File: src/rtl/uart_rx_oversample.sv
// UART receiver driven by a 16x oversampling tick.
// Detects the start bit, samples every data bit at its mid-point (LSB first),
// checks the stop bit and delivers the word with a one-clock done pulse.
module uart_rx_oversample #(
    parameter int DBIT    = 8,   // data bits per frame (5..8)
    parameter int SB_TICK = 16   // ticks spent in the stop bit (16 = 1 stop, 32 = 2 stop)
) (
    input  logic            clk,
    input  logic            reset_n,
    input  logic            s_tick,
    input  logic            rx,
    output logic [DBIT-1:0] dout,
    output logic            rx_done_tick,
    output logic            frame_err
);

    // Tick counter must hold 15 for data bits and SB_TICK-1 for the stop bit.
    localparam int SW = ($clog2(SB_TICK) > 4) ? $clog2(SB_TICK) : 4;
    localparam int NW = (DBIT > 1) ? $clog2(DBIT) : 1;

    typedef enum logic [1:0] {
        IDLE  = 2'd0,
        START = 2'd1,
        DATA  = 2'd2,
        STOP  = 2'd3
    } state_t;

    state_t          r_state;
    state_t          w_state_n;
    logic            r_sync1;
    logic            r_sync2;
    logic            w_rx_s;
    logic [SW-1:0]   r_s_cnt;
    logic [SW-1:0]   w_s_cnt_n;
    logic [NW-1:0]   r_n_cnt;
    logic [NW-1:0]   w_n_cnt_n;
    logic [DBIT-1:0] r_b;
    logic [DBIT-1:0] w_b_n;
    logic [DBIT-1:0] r_dout;
    logic [DBIT-1:0] w_dout_n;
    logic            r_frame_err;
    logic            w_frame_err_n;
    logic            r_done;
    logic            w_done_n;

    // Two-flop synchronizer for the asynchronous serial line; idles high.
    always_ff @(posedge clk or negedge reset_n) begin
        if (!reset_n) begin
            r_sync1 <= 1'b1;
            r_sync2 <= 1'b1;
        end else begin
            r_sync1 <= rx;
            r_sync2 <= r_sync1;
        end
    end

    assign w_rx_s = r_sync2;

    // State, counters, shift register and output registers.
    always_ff @(posedge clk or negedge reset_n) begin
        if (!reset_n) begin
            r_state     <= IDLE;
            r_s_cnt     <= '0;
            r_n_cnt     <= '0;
            r_b         <= '0;
            r_dout      <= '0;
            r_frame_err <= 1'b0;
            r_done      <= 1'b0;
        end else begin
            r_state     <= w_state_n;
            r_s_cnt     <= w_s_cnt_n;
            r_n_cnt     <= w_n_cnt_n;
            r_b         <= w_b_n;
            r_dout      <= w_dout_n;
            r_frame_err <= w_frame_err_n;
            r_done      <= w_done_n;
        end
    end

    // Next-state logic; everything holds unless a tick (or a start edge in IDLE) moves it.
    always_comb begin
        w_state_n     = r_state;
        w_s_cnt_n     = r_s_cnt;
        w_n_cnt_n     = r_n_cnt;
        w_b_n         = r_b;
        w_dout_n      = r_dout;
        w_frame_err_n = r_frame_err;
        w_done_n      = 1'b0;
        case (r_state)
            IDLE: begin
                // Start edge is taken immediately so the half-bit count starts from the edge.
                if (!w_rx_s) begin
                    w_state_n = START;
                    w_s_cnt_n = '0;
                end
            end
            START: begin
                if (s_tick) begin
                    if (r_s_cnt == SW'(7)) begin
                        // Middle of the start bit: still low means a real frame.
                        if (!w_rx_s) begin
                            w_state_n = DATA;
                            w_s_cnt_n = '0;
                            w_n_cnt_n = '0;
                        end else begin
                            w_state_n = IDLE;
                        end
                    end else begin
                        w_s_cnt_n = r_s_cnt + SW'(1);
                    end
                end
            end
            DATA: begin
                if (s_tick) begin
                    if (r_s_cnt == SW'(15)) begin
                        w_s_cnt_n = '0;
                        w_b_n     = {w_rx_s, r_b[DBIT-1:1]};
                        if (r_n_cnt == NW'(DBIT - 1)) begin
                            w_state_n = STOP;
                        end else begin
                            w_n_cnt_n = r_n_cnt + NW'(1);
                        end
                    end else begin
                        w_s_cnt_n = r_s_cnt + SW'(1);
                    end
                end
            end
            STOP: begin
                if (s_tick) begin
                    if (r_s_cnt == SW'(SB_TICK - 1)) begin
                        // Word is delivered even when the stop bit is low; frame_err flags it.
                        w_dout_n      = r_b;
                        w_frame_err_n = ~w_rx_s;
                        w_done_n      = 1'b1;
                        w_state_n     = IDLE;
                    end else begin
                        w_s_cnt_n = r_s_cnt + SW'(1);
                    end
                end
            end
            default: begin
                w_state_n = IDLE;
            end
        endcase
    end

    assign dout         = r_dout;
    assign rx_done_tick = r_done;
    assign frame_err    = r_frame_err;

endmodule

File: config.mk
export PLATFORM = sky130hd
export DESIGN_NAME = uart_rx_oversample
export DESIGN_NICKNAME = d
export VERILOG_FILES = /design/src/rtl/uart_rx_oversample.sv
export SDC_FILE = /design/constraint.sdc
export NUM_CORES = 1
export LEC_CHECK = 0
export BUFFER_PORTS_ARGS = -buffer_cell sky130_fd_sc_hd__buf_2
export CAP_MARGIN = 20
export CORE_ASPECT_RATIO = 0.7
export CORE_MARGIN = 3
export CORE_UTILIZATION = 58
export DETAILED_ROUTE_END_ITERATION = 8
export GPL_TIMING_DRIVEN = 0
export PLACE_DENSITY = 0.87
export SYNTH_ARGS = -nofsm -noshare
export SYNTH_HDL_FRONTEND = slang
export SYNTH_SLANG_ARGS = --single-unit
File: constraint.sdc
create_clock -name clk -period 2.45 [get_ports clk]
set_input_delay 0.245 -clock clk [delete_from_list [all_inputs] [get_ports clk]]
set_output_delay 0.245 -clock clk [all_outputs]
set_load 0.05 [all_outputs]
Yosys cells after proc, flatten, opt, wreduce, memory -nomap -nowiden
Index checks and enable logic that the tools add are counted.
{"block": "totals", "regBits": 29, "out_inout_bits": 10, "wordCells": 64}
{"block": "classes", "n_addsub": 2, "n_eq_ne": 17, "muxes": 28, "n_bitwise": 1, "reduce_logical": 7}
{"operator": "4-bit 2-to-1 mux", "count": 7}
{"operator": "2-bit != test, second input constant", "count": 11}
{"operator": "2-bit 2-to-1 mux", "count": 9}
{"operator": "3-bit 2-to-1 mux", "count": 6}
{"operator": "4-bit one-hot mux with 4 select lines", "count": 1}
{"operator": "2-bit one-hot mux with 4 select lines", "count": 1}
{"operator": "8-bit AND reduction", "count": 1}
{"operator": "7-bit AND reduction", "count": 1}
{"operator": "3-bit one-hot mux with 2 select lines", "count": 1}
{"operator": "3-bit AND reduction", "count": 2}
{"operator": "4-bit by 1-bit adder with 4-bit output, second input constant", "count": 1}
{"operator": "2-bit equality test, second input constant", "count": 2}
{"operator": "4-bit by 3-bit equality test with 1-bit output, second input constant", "count": 1}
{"operator": "4-bit equality test, second input constant", "count": 1}
{"operator": "4-bit AND reduction", "count": 1}
{"operator": "3-bit by 1-bit adder with 3-bit output, second input constant", "count": 1}
{"operator": "3-bit equality test, second input constant", "count": 1}
{"operator": "1-bit 2-to-1 mux", "count": 3}
{"operator": "2-bit by 1-bit equality test with 1-bit output, second input constant", "count": 1}
{"operator": "2-bit zero test", "count": 1}
{"operator": "2-bit nonzero test", "count": 1}
{"operator": "1-bit inverter", "count": 1}

Logic depth before layout (Yosys ltp)
{"block": "logic_depth", "depth_word": 5, "ltp_mapped": 6, "mapped_depth_nobuf": 6}

Least setup slack after synthesis
Ideal clock, no wire load.
{"block": "synth_path", "kind": "register to register", "startpoint": "reg r_s_cnt[0]", "endpoint": "reg r_b[0]", "setup_time_ps": 125, "arrival_ps": 1473, "setup_slack_ps": 853, "stages_incl_launch_ff": 5, "n_path_buf": 0, "period_less_slack_ps": 1597, "path_cell_list": "dfrtp_1 > ha_1 > nand3_4 > nor3_4 > mux2_2"}
{"block": "synth_via", "elab_chain_len": 2}
{"item": "from (decl)", "line_no": "33", "text": "logic [SW-1:0] r_s_cnt;"}
{"item": "from (signal assigned)", "line_no": "71", "text": "r_s_cnt <= w_s_cnt_n;"}
{"item": "4-bit equality test", "line_no": "115", "text": "if (r_s_cnt == SW'(15)) begin"}
{"item": "3-bit AND reduction (no line)"}
{"item": "to (signal assigned)", "line_no": "73", "text": "r_b <= w_b_n;"}
{"item": "to (decl)", "line_no": "37", "text": "logic [DBIT-1:0] r_b;"}
No other way between the ends.
A chain may end at the register's enable or synchronous reset.

Worst setup path in the final report
{"block": "layout_path", "startpoint": "reg r_s_cnt[0]", "endpoint": "reg r_b[3]"}
The elaborated chain is that of the path after synthesis.

==> run_results.csv <==
group,metric,value,unit
outcome,outcome,"completed",
worst_setup_path,timing.critical_path.required,2.66,ns
power_and_ir_drop,power.switching,331,µW
worst_setup_path,class_of_the_most_critical_setup_path,"flip-flop to flip-flop",
cts,sinks_on_clock_net,29,
layout,antenna_cells_inserted,0,
floorplan,std_cell_rows,13,
grt,overall_global_routing_resource_usage,0.188,
synth,postSynthNetCount,106,
sta,maxClockFrequency,543,MHz
sta,fin_skew,0.00250,ns
floorplan,dieHeight,45.7,µm
sta,timing.setup.tns,0,ns
synth,post_synth_and_or_nand_nor_area_fraction,0.136,
layout,stdcell_area,0.00150,mm²
synth,gate_count_after_technology_mapping,99,
sta,slew_margin_rel,0.598,
power_and_ir_drop,worst_vdd_ir,0.000505,V
job,cap_viol_max_count,0,
cts,cts.path.max_buffers,2,
layout,finalNonFillerCells,152,
power_and_ir_drop,intPower,803,µW
floorplan,width_of_the_chip,62.8,µm
layout,layout_area_overhead,14.7,%
cts,cts_tree,"done",
worst_setup_path,crit_path_end_kind,"flip-flop",
floorplan,design.die.area,0.00287,mm²
cts,cts_setup_buffers,0,
power_and_ir_drop,p_per_area,755,mW/mm²
cts,cts_resized,0,
sta,worst_pin_slew,0.603,ns
floorplan,core_area,0.00198,mm²
synth,yosys_most_used_dff,"sky130_fd_sc_hd__dfrtp_1",
synth,synth-seq-cells,29,
cts,clk_root_buffer_cell,"sky130_fd_sc_hd__clkbuf_4",
floorplan,floorplan.initialDensity,0.660,
grt,grt_pass1_wl,3.93,mm
detailed_routing,drt-vias-per-instance,5.64,
grt,grt_antenna_before_repair,0,
sta,timing_max_transition_violations_final,0,
detailed_routing,final_antenna_net_count,0,
synth,post_synth_mux_area_share,0.161,
synth,synth-adder-area-share,0.0287,
power_and_ir_drop,comb_power_share,0.189,
detailed_routing,via_count,858,
cts,worst_setup_hold_path_clk_slew,0.09,ns
synth,ys_warn_count,0,
cts,cts_max_level,2,
sta,min_period_over_period,0.751,
detailed_routing,drc_errors_left,0,
grt,grt_max_degree,30,
layout,final_layout_size_suffix_gt1_frac,0.410,
worst_hold_path,holdCritPathClass,"input port to flip-flop",
synth,synth_xor_area_frac,0.00669,
sta,grt_setup_unrepaired,"no",
synth,synth-edff-count,0,
place,buffer_ports.inserted,13,
worst_setup_path,worst-endpoint-arrival,2.05,ns
layout,leading_cell_type_in_the_layout_fill_and_taps_excluded,"sky130_fd_sc_hd__dfrtp_1",
sta,finalCriticalPeriod,1.84,ns
sta,final-hold-violation-count,0,
grt,grt_pass1_vias,807,
place,post_dp_cell_area,0.00141,mm²
place,place.detailed.instances,142,
place,gpl.final_weighted_congestion,0.738,
synth,seq_area_frac_synth,0.556,
power_and_ir_drop,power_frac_seq,0.523,
cts,clk-insertion-delay-late,0.31,ns
detailed_routing,dr.pass1.iters,4,
layout,layout.cells.most_common_list,"sky130_fd_sc_hd__dfrtp_1, sky130_fd_sc_hd__mux2_2, sky130_fd_sc_hd__buf_2, sky130_fd_sc_hd__nand3_1, sky130_fd_sc_hd__clkbuf_4",
detailed_routing,first_iter_violations,28,
synth,postSynth.asyncResetShare,1.00,
power_and_ir_drop,leakage_power_total,0.000734,µW
place,post-dp-hpwl,1.56,mm
layout,final_net_count,128,
synth,syn_avg_cell_area,13.2,µm²
sta,setup_viol,0,
floorplan,design.portCount,14,
worst_setup_path,worst-path-max-fanout,8,
cts,cts_inserted_buffers,5,
synth,synth.distinct_cells,35,
worst_setup_path,cp-start-kind,"flip-flop",
power_and_ir_drop,p_sw_frac,0.292,
detailed_routing,finalWirelength,2.21,mm
synth,synth_top_family_by_area,"multiplexers",
synth,synth_compound_area_frac,0.0927,
detailed_routing,drt-wirelength-per-cell,14.5,µm
synth,post_synth_instance_area,0.00131,mm²
power_and_ir_drop,clock_power_share,0.288,
grt,grt_remaining_overflow,0,
logic make-up (layout without fill, tap and decap cells):
family                   count (synthesis)  in the layout
multiplexers                            19             19
AND/OR/NAND/NOR                         25             25
XOR/XNOR                                 1              1
AO/OA/AOI/OAI                           17             17
buffers and inverters                    5             28
flip-flops                              29             29
adder cells (fa/ha/maj)                  3              3
per-layer routing:
layer	track usage	share of wire	up-vias
met3	0.0617	0.053	5
met5	0	0	-
li1	-	-	407
met2	0.297	0.46	25
met1	0.239	0.47	421
met4	0.0921	0.018	0
sequential cells by signal, summed over array words and instances (netlist names), named ones only:
| register | flops |
|---|---|
| r_sync1 | 1 |
| r_n_cnt | 3 |
| r_b | 8 |
| r_state | 1 |
| r_sync2 | 1 |
| frame_err | 1 |
| dout | 8 |
| rx_done_tick | 1 |
| r_s_cnt | 4 |
power groups by stage:
| stage | logic [µW] | clock network (µW) | registers (µW) |
|---|---|---|---|
| 2_1_floorplan | 169 | 0 | 585 |
| 3_3_place_gp | 196 | 0 | 595 |
| 3_5_place_dp | 213 | 0 | 601 |
| 4_1_cts | 215 | 334 | 592 |
| 5_1_grt | 239 | 364 | 602 |
| 6_report | 214 | 326 | 593 |
cell usage after synthesis, drive strengths merged, types with 2 or more instances:
cell type / number / area, µm²
dfrtp: 27 / 676
mux2: 16 / 180
nand3: 7 / 47.6
o21ai: 7 / 42.5
nand2: 4 / 15.0
nor2: 4 / 22.5
nor3: 4 / 31.3
buf: 3 / 17.5
ha: 3 / 37.5
mux2i: 3 / 30.0
dfstp: 2 / 52.6
inv: 2 / 7.51
what timing repair did:
item | CTS | global route
endpoints found under the hold margin | 27 | 1
hold buffers | 1 | 1
setup endpoints to repair | 0 | 0
layout make-up:
cell class,instances,area (µm²)
buffer,3,17.5
clock buffer,7,65.1
clock inverter,1,5.00
fill,148,483
inverter,2,7.51
multi-input combinational,65,556
sequential,29,728
tap,30,37.5
timing repair buffer,15,85.1
final timing paths:
check | slack [ns] | cells after the start | end | start
worst max-delay path | 0.61 | 4 | r_b[3]$_DFFE_PN0P_ | r_s_cnt[0]$_DFFE_PN0P_
worst min-delay path | 0.35 | 3 | frame_err$_DFFE_PN0P_ | s_tick
worst max register to register | 0.61 | 4 | r_b[3]$_DFFE_PN0P_ | r_s_cnt[0]$_DFFE_PN0P_
worst min register to register | 0.36 | 0 | r_sync2$_DFF_PN1_ | r_sync1$_DFF_PN1_
max in group asynchronous | 1.58 | 2 | dout[0]$_DFFE_PN0P_ | reset_n
min in group asynchronous | 0.47 | 2 | r_n_cnt[1]$_DFFE_PN0P_ | reset_n
critical path, stage by stage, from the launching register on:
cell,delay [ns]
sky130_fd_sc_hd__dfrtp_1,0.40
sky130_fd_sc_hd__ha_1,0.33
sky130_fd_sc_hd__nand3_4,0.19
sky130_fd_sc_hd__nor3_4,0.42
sky130_fd_sc_hd__mux2_2,0.39
per-stage QoR:
stage	hold slack, ns	power [µW]	setup slack [ns]	util
after floorplan	-0.0506	754	0.853	-
after global placement	0.286	791	0.706	0.711
after detailed placement	0.295	814	0.628	0.711
after CTS	0.00700	1140	0.615	0.752
after global routing	0.348	1210	0.479	0.757
final	0.346	1130	0.609	0.757
Power figures use the tool's default switching activity.
